File: config.mk
export PLATFORM = sky130hd
export DESIGN_NAME = tract_w
export DESIGN_NICKNAME = d
export VERILOG_FILES = /design/src/rtl/riscv_pkg.sv /design/src/rtl/result_mux.sv /design/src/rtl/tract_w.sv
export SDC_FILE = /design/constraint.sdc
export NUM_CORES = 1
export LEC_CHECK = 0
export ABC_CLOCK_PERIOD_IN_PS = 6000
export BUFFER_PORTS_ARGS = -buffer_cell sky130_fd_sc_hd__buf_2
export CORE_MARGIN = 2
export CORE_UTILIZATION = 49
export DETAILED_ROUTE_END_ITERATION = 10
export GPL_ROUTABILITY_DRIVEN = 0
export GPL_TIMING_DRIVEN = 0
export PLACE_DENSITY_LB_ADDON = 0.3
export SYNTH_ARGS = -nofsm -noshare
export SYNTH_HDL_FRONTEND = slang
export SYNTH_SLANG_ARGS = --single-unit
File: constraint.sdc
create_clock -name clk -period 6 [get_ports clk]
set_input_delay 0.9 -clock clk [delete_from_list [all_inputs] [get_ports clk]]
set_output_delay 0.9 -clock clk [all_outputs]
set_load 0.005 [all_outputs]
File: src/rtl/riscv_pkg.sv
// riscv_pkg: encodings shared by the decoder and the writeback stage.
//   result_src_e : writeback result select (ALU / load data / PC+4 / none)
//   wb_write_en  : final register-file write qualification
package riscv_pkg;

  localparam int unsigned RESULT_SRC_W = 2;

  typedef enum logic [RESULT_SRC_W-1:0] {
    RES_ALU  = 2'b00,
    RES_MEM  = 2'b01,
    RES_PC4  = 2'b10,
    RES_NONE = 2'b11
  } result_src_e;

  // A write only happens for a real instruction that targets a non-x0
  // register with a defined result source.
  function automatic logic wb_write_en(input logic        valid,
                                       input logic        reg_write,
                                       input logic        rd_nonzero,
                                       input result_src_e src);
    return valid & reg_write & rd_nonzero & (src != RES_NONE);
  endfunction

endpackage

File: src/rtl/result_mux.sv
// result_mux: combinational writeback result selector.
//   src    : result select (riscv_pkg::result_src_e)
//   alu    : ALU result
//   mem    : load data, already extended
//   pc4    : PC+4 for link instructions
//   result : selected value, zero for the reserved encoding
module result_mux
  import riscv_pkg::*;
#(
  parameter int unsigned DATA_WIDTH = 32
) (
  input  result_src_e           src,
  input  logic [DATA_WIDTH-1:0] alu,
  input  logic [DATA_WIDTH-1:0] mem,
  input  logic [DATA_WIDTH-1:0] pc4,
  output logic [DATA_WIDTH-1:0] result
);

  always_comb begin
    result = '0;
    case (src)
      RES_ALU: result = alu;
      RES_MEM: result = mem;
      RES_PC4: result = pc4;
      default: result = '0;
    endcase
  end

endmodule

File: src/rtl/tract_w.sv
// tract_w: MEM/WB pipeline register, writeback result select and
// retired-instruction counter.
//   clk, rst          : clock, asynchronous active-high reset
//   stall_w, flush_w  : hold / bubble the MEM/WB slot (flush wins)
//   valid_m .. rd_m   : memory-stage instruction fields
//   reg_write_w, rd_w : register-file write enable and index
//   result_w          : register-file write data / forwarding source
//   instret           : 64-bit retired-instruction count (wraps)
// Optional (macro TRACT_W_FWD_HOLD_EN): fwd_valid, fwd_rd, fwd_data hold
// the write committed one cycle earlier for write-then-read hazards.
module tract_w
  import riscv_pkg::*;
#(
  parameter int unsigned DATA_WIDTH     = 32,
  parameter int unsigned REG_ADDR_WIDTH = 5
) (
  input  logic                      clk,
  input  logic                      rst,
  input  logic                      stall_w,
  input  logic                      flush_w,
  input  logic                      valid_m,
  input  logic                      reg_write_m,
  input  logic [1:0]                result_src_m,
  input  logic [DATA_WIDTH-1:0]     alu_result_m,
  input  logic [DATA_WIDTH-1:0]     read_part_data_m,
  input  logic [DATA_WIDTH-1:0]     pc_plus4_m,
  input  logic [REG_ADDR_WIDTH-1:0] rd_m,
  output logic                      reg_write_w,
  output logic [REG_ADDR_WIDTH-1:0] rd_w,
  output logic [DATA_WIDTH-1:0]     result_w,
  output logic [63:0]               instret
`ifdef TRACT_W_FWD_HOLD_EN
  ,
  output logic                      fwd_valid,
  output logic [REG_ADDR_WIDTH-1:0] fwd_rd,
  output logic [DATA_WIDTH-1:0]     fwd_data
`endif
);

  logic                      valid_q;
  logic                      reg_write_q;
  result_src_e               src_q;
  logic [DATA_WIDTH-1:0]     alu_q;
  logic [DATA_WIDTH-1:0]     mem_q;
  logic [DATA_WIDTH-1:0]     pc4_q;
  logic [REG_ADDR_WIDTH-1:0] rd_q;

  // The writeback slot is vacated on any edge it is not held; a flush
  // replaces the incoming entry but still lets the current one retire.
  logic advance;
  assign advance = flush_w | ~stall_w;

  // MEM/WB pipeline register
  always_ff @(posedge clk or posedge rst) begin
    if (rst) begin
      valid_q     <= 1'b0;
      reg_write_q <= 1'b0;
      src_q       <= RES_ALU;
      alu_q       <= '0;
      mem_q       <= '0;
      pc4_q       <= '0;
      rd_q        <= '0;
    end else if (flush_w) begin
      valid_q     <= 1'b0;
      reg_write_q <= 1'b0;
      src_q       <= RES_ALU;
      alu_q       <= '0;
      mem_q       <= '0;
      pc4_q       <= '0;
      rd_q        <= '0;
    end else if (!stall_w) begin
      valid_q     <= valid_m;
      reg_write_q <= reg_write_m;
      src_q       <= result_src_e'(result_src_m);
      alu_q       <= alu_result_m;
      mem_q       <= read_part_data_m;
      pc4_q       <= pc_plus4_m;
      rd_q        <= rd_m;
    end
  end

  // Retirement counter
  always_ff @(posedge clk or posedge rst) begin
    if (rst) begin
      instret <= 64'd0;
    end else if (valid_q && advance) begin
      instret <= instret + 64'd1;
    end
  end

  assign reg_write_w = wb_write_en(valid_q, reg_write_q, (rd_q != '0), src_q);
  assign rd_w        = rd_q;

  result_mux #(
    .DATA_WIDTH(DATA_WIDTH)
  ) u_result_mux (
    .src   (src_q),
    .alu   (alu_q),
    .mem   (mem_q),
    .pc4   (pc4_q),
    .result(result_w)
  );

`ifdef TRACT_W_FWD_HOLD_EN
  // Hold the last committed write for one cycle
  always_ff @(posedge clk or posedge rst) begin
    if (rst) begin
      fwd_valid <= 1'b0;
      fwd_rd    <= '0;
      fwd_data  <= '0;
    end else if (advance) begin
      fwd_valid <= reg_write_w;
      fwd_rd    <= rd_w;
      fwd_data  <= result_w;
    end
  end
`endif

endmodule

---- After elaboration in Yosys (flattened, before gate mapping) ----
Cells that the tools add are included.
operators by class
  multiplexer cells ....................... 15
  equality and inequality tests ........... 4
  add/subtract/negate cells ............... 1
  bitwise gates (word level) .............. 5
  reductions and logical operators ........ 3
operator list
  kind                     number
  $mux W32                 6
  $pmux W32 S3             1
  $add A64 B1 Y64 const B  1
  $mux W5                  2
  $reduce_bool A5 Y1       1
  $mux W1                  4
  $mux W2                  2
  $and A1 B1 Y1            3
  $eq A2 B1 Y1 const B     1
  $eq A2 B2 Y1 const B     1
  $logic_not A2 Y1         1
  $ne A2 B1 Y1 const B     1
  $ne A2 B2 Y1 const B     1
  $logic_and A1 B1 Y1      1
  $not A1 Y1               1
  $or A1 B1 Y1             1
word-level totals
  input port bits ......................... 109
  word-level logic and storage cells ...... 36
  bits in registers ....................... 169
  output and inout port bits .............. 102

---- Logic depth before layout (Yosys ltp) ----
  word-level depth ........................ 3
  mapped depth ............................ 7
  mapped depth without buffers ............ 6

---- Modules after synthesis ----
Synthesis repeated with hierarchy kept, for this count alone.
unflattened totals
  cells, all modules ...................... 716
  area, all modules ....................... 8,126.5 um^2
modules (own cells, without submodules)
  module      cells each  instances  area an instance (um^2)
  tract_w     639         1          7,339.5
  result_mux  77          1          787.0

---- Least setup slack after synthesis ----
OpenSTA, ideal clock, no wires.
  path type ............................... register to output
  start ................................... reg src_q[1]
  end ..................................... out result_w[0]
  slack ................................... 3.474 ns
  data arrival time ....................... 1.626 ns
  stages on the path, launching flop included .. 6
  path buffers ............................ 4
  cells stage by stage .................... dfrtp_1 clkbuf_1 buf_1 clkbuf_1 clkbuf_1 o22ai_1
on the way
  cells in the longest elaborated chain, start to end .. 2
  elaborated cells between the ends (all ways) .. 4
  classes of those cells .................. eq/ne (2); mux (1); reduce/logical (1)
RTL lines
  what                                  RTL line          source
  start: declaration                    tract_w.sv:42     result_src_e src_q;
  start signal: assignment              tract_w.sv:74     src_q <= result_src_e'(result_src_m);
  $eq A2 B2 Y1 (tied with other cells)  result_mux.sv:21  case (src)
  $pmux W32 S3 *                        result_mux.sv:21
  end: declaration                      tract_w.sv:30     output logic [DATA_WIDTH-1:0] result_w,
Every way passes the cells marked *; elsewhere a longest branch is shown, timed or not.

---- Final worst setup path ----
  start ................................... reg src_q[1]
  end ..................................... out result_w[16]
Same word-level chain as after synthesis.

==> metrics.cfg <==
[run_status]
status = completed

[worst_setup_path]
slowest_stage = buf_1
path_cells = clkbuf_1 > buf_1 > clkbuf_1 > clkbuf_1 > o22ai_1 > buf_2
critPathMaxFanout = 10
cp-start-kind = register
critPathArrivalTime_ns = 3.07
worstPathRequired_ns = 5.10
slowest_delay_ns = 0.71
critPathTopFamily = buffers and inverters
path_class = register to output port
cp-end-kind = output port
path_buf_inv = 5
path_common_cell = clkbuf_1

[yosys]
synth.avg_cell_area_um2 = 10.65
synthMuxAreaShare = 0.1703
synthAdderAreaFrac = 0.001554
synth_compound_gate_area_share = 0.02533
ys_types = 36
synth-seq-area-share = 0.5253
synthCells = 756
synth_top_family_by_area = simple AND/OR/NAND/NOR gates
synth_simple_gate_area_frac = 0.1839
synth_edf_count = 0
synth-main-ff-cell = dfrtp_1
async_flop_share = 1.000
ys_ff_latch = 169
mappedNetlistArea_um2 = 8050
synth_xor_area_frac = 0.06854
yosysWarnings = 0
syn-num-nets = 866

[detailed_routing]
wirelength_mm = 21.85
routed_via_density = 5.382
vias = 6545
firstDrtPassIters = 5
drcViolationCount = 0
drtIter0Drc = 340
wire_per_inst_um = 17.96
ant_nets = 0

[global_routing]
grt_pass1_vias = 6459
overflow = 0
grt_max_degree = 130
grt_pass1_wl_mm = 34.91
grtUsageTotal = 0.2556
antenna_found_initial = 5

[timing]
setup_slack_ns = 2.028
finalCriticalPeriod_ns = 3.972
finalHoldViolations = 0
period_share = 0.6620
setup_viol = 0
rsz0062_at_grt = false
tightest_slew_ns = 0.9483
relSlewSlack = 0.3678
max_freq_mhz = 251.7
maxSlewViolCount = 0
tns_ns = 0
fin_skew_ns = 0.007674

[min_path]
hp-class = input pin to async pin

[floorplan]
die_area_um2 = 17470
die_w_um = 132.2
dieHeight_um = 132.2
num_rows = 46
core_region_area_um2 = 15940
io_pins = 211
initial_core_util = 0.5049

[run]
maxCapViolCount = 0

[clock_network]
cts_post_setup_buffers_inserted = 0
cts_resized = 0
root_buffer = clkbuf_16
hold_buffers = 0
htreeDepth = 4
cts_tree = yes
clk_latency_ns = 0.42
cts.sinks = 169
path_clk_slew_ns = 0.06
clockBufferDepth = 2
cts_buffers = 17

[layout]
fin_cells = 1216
layout_common_cells = buf_2, dfrtp_1, mux2i_1, nor2_1, nand2_1
final_common_cell = buf_2
area_growth_pct = 24.37
drive_gt1_frac = 0.2590
nets = 1094
finalInstanceArea_um2 = 10010

[placement]
place_hpwl_mm = 15.54
place_ws_ns = 2.552
dp.cells = 1181
placed_cell_area_um2 = 9397
numPortBuffers = 208

[power]
p_per_area_nw_per_um2 = 268.0
peakVddDrop_uv = 210.7
power.leakage_nw = 5.006
p_total_mw = 2.683

==> per-stage QoR <==
step,utilization,hold WS (ns)
after global routing,0.6275,0.4640
after floorplan,-,0.4647
after global placement,0.5872,0.4555
final,0.6280,0.4473
after CTS,0.6274,0.4458
after detailed placement,0.5894,0.4610
==> worst paths after layout <==
kind	start	to	slack, ns	depth (start not counted)
max in group asynchronous	rst	alu_q[22]	4.59	3
worst max-delay path	src_q[1]	result_w[16]	2.03	6
worst max register to register	valid_q	instret[61]	3.62	5
min in group clk	instret[63]	instret[63]	0.47	1
worst min-delay path	rst	alu_q[10]	0.45	2
worst min register to register	instret[63]	instret[63]	0.47	1
==> synth_stat cells (2+ instances only) <==
cell,instances,area share
dfrtp_1,169,0.53
mux2i_1,137,0.17
nor2_1,127,0.059
nand2_1,62,0.029
xnor2_1,34,0.037
o22ai_1,31,0.024
clkbuf_1,29,0.014
xor2_1,29,0.032
nand3_1,27,0.017
nand4_1,24,0.019
nor3_1,14,0.0087
buf_1,12,0.0056
and3_1,11,0.0085
nor4_1,11,0.0085
inv_1,7,0.0033
nor3_2,6,0.0075
and4_1,3,0.0033
or4_1,3,0.0028
buf_2,2,0.0012
nor4b_2,2,0.0037
==> power breakdown <==
group	switching (mW)	internal, mW	leakage (nW)	total, mW
Combinational	0.164	0.135	2.51	0.298
Clock	0.442	0.695	0.299	1.14
Sequential	0.0500	1.20	2.20	1.25
Total	0.656	2.03	5.01	2.68
==> cells by family (layout without fill, tap and decap cells) <==
family | Yosys count | count (layout)
XOR/XNOR | 63 | 63
flip-flops | 169 | 169
AND/OR/NAND/NOR | 302 | 302
multiplexers | 137 | 137
buffers and inverters | 51 | 291
other | 0 | 4
adder cells (fa/ha/maj) | 1 | 1
AO/OA/AOI/OAI | 33 | 33
==> flip-flops by register name, indices dropped and copies added, names as in the netlist <==
signal and cells:
reg_write_q 1, src_q 2, alu_q 32, valid_q 1, pc4_q 32, instret 64
rd_w 5, mem_q 32
==> area by class of cell <==
class | count | area [um^2]
flip-flops and latches | 169 | 4229
clock inverters | 8 | 117.6
fillers | 1346 | 5931
multi-input cells | 536 | 3620
inverters | 7 | 33.78
clock buffers | 23 | 488.0
plain buffers | 44 | 175.2
well taps | 216 | 270.3
repair buffers | 209 | 1069
diodes | 4 | 10.01
==> layer usage <==
metal | up-vias | wire length [um] | GRT usage
met5 | - | 7 | 0
met4 | 2 | 209 | 0.05795
met3 | 21 | 1658 | 0.06113
met2 | 229 | 10610 | 0.4253
met1 | 3209 | 9359 | 0.3419
li1 | 3084 | - | -
(Power assumes the default switching activity.)
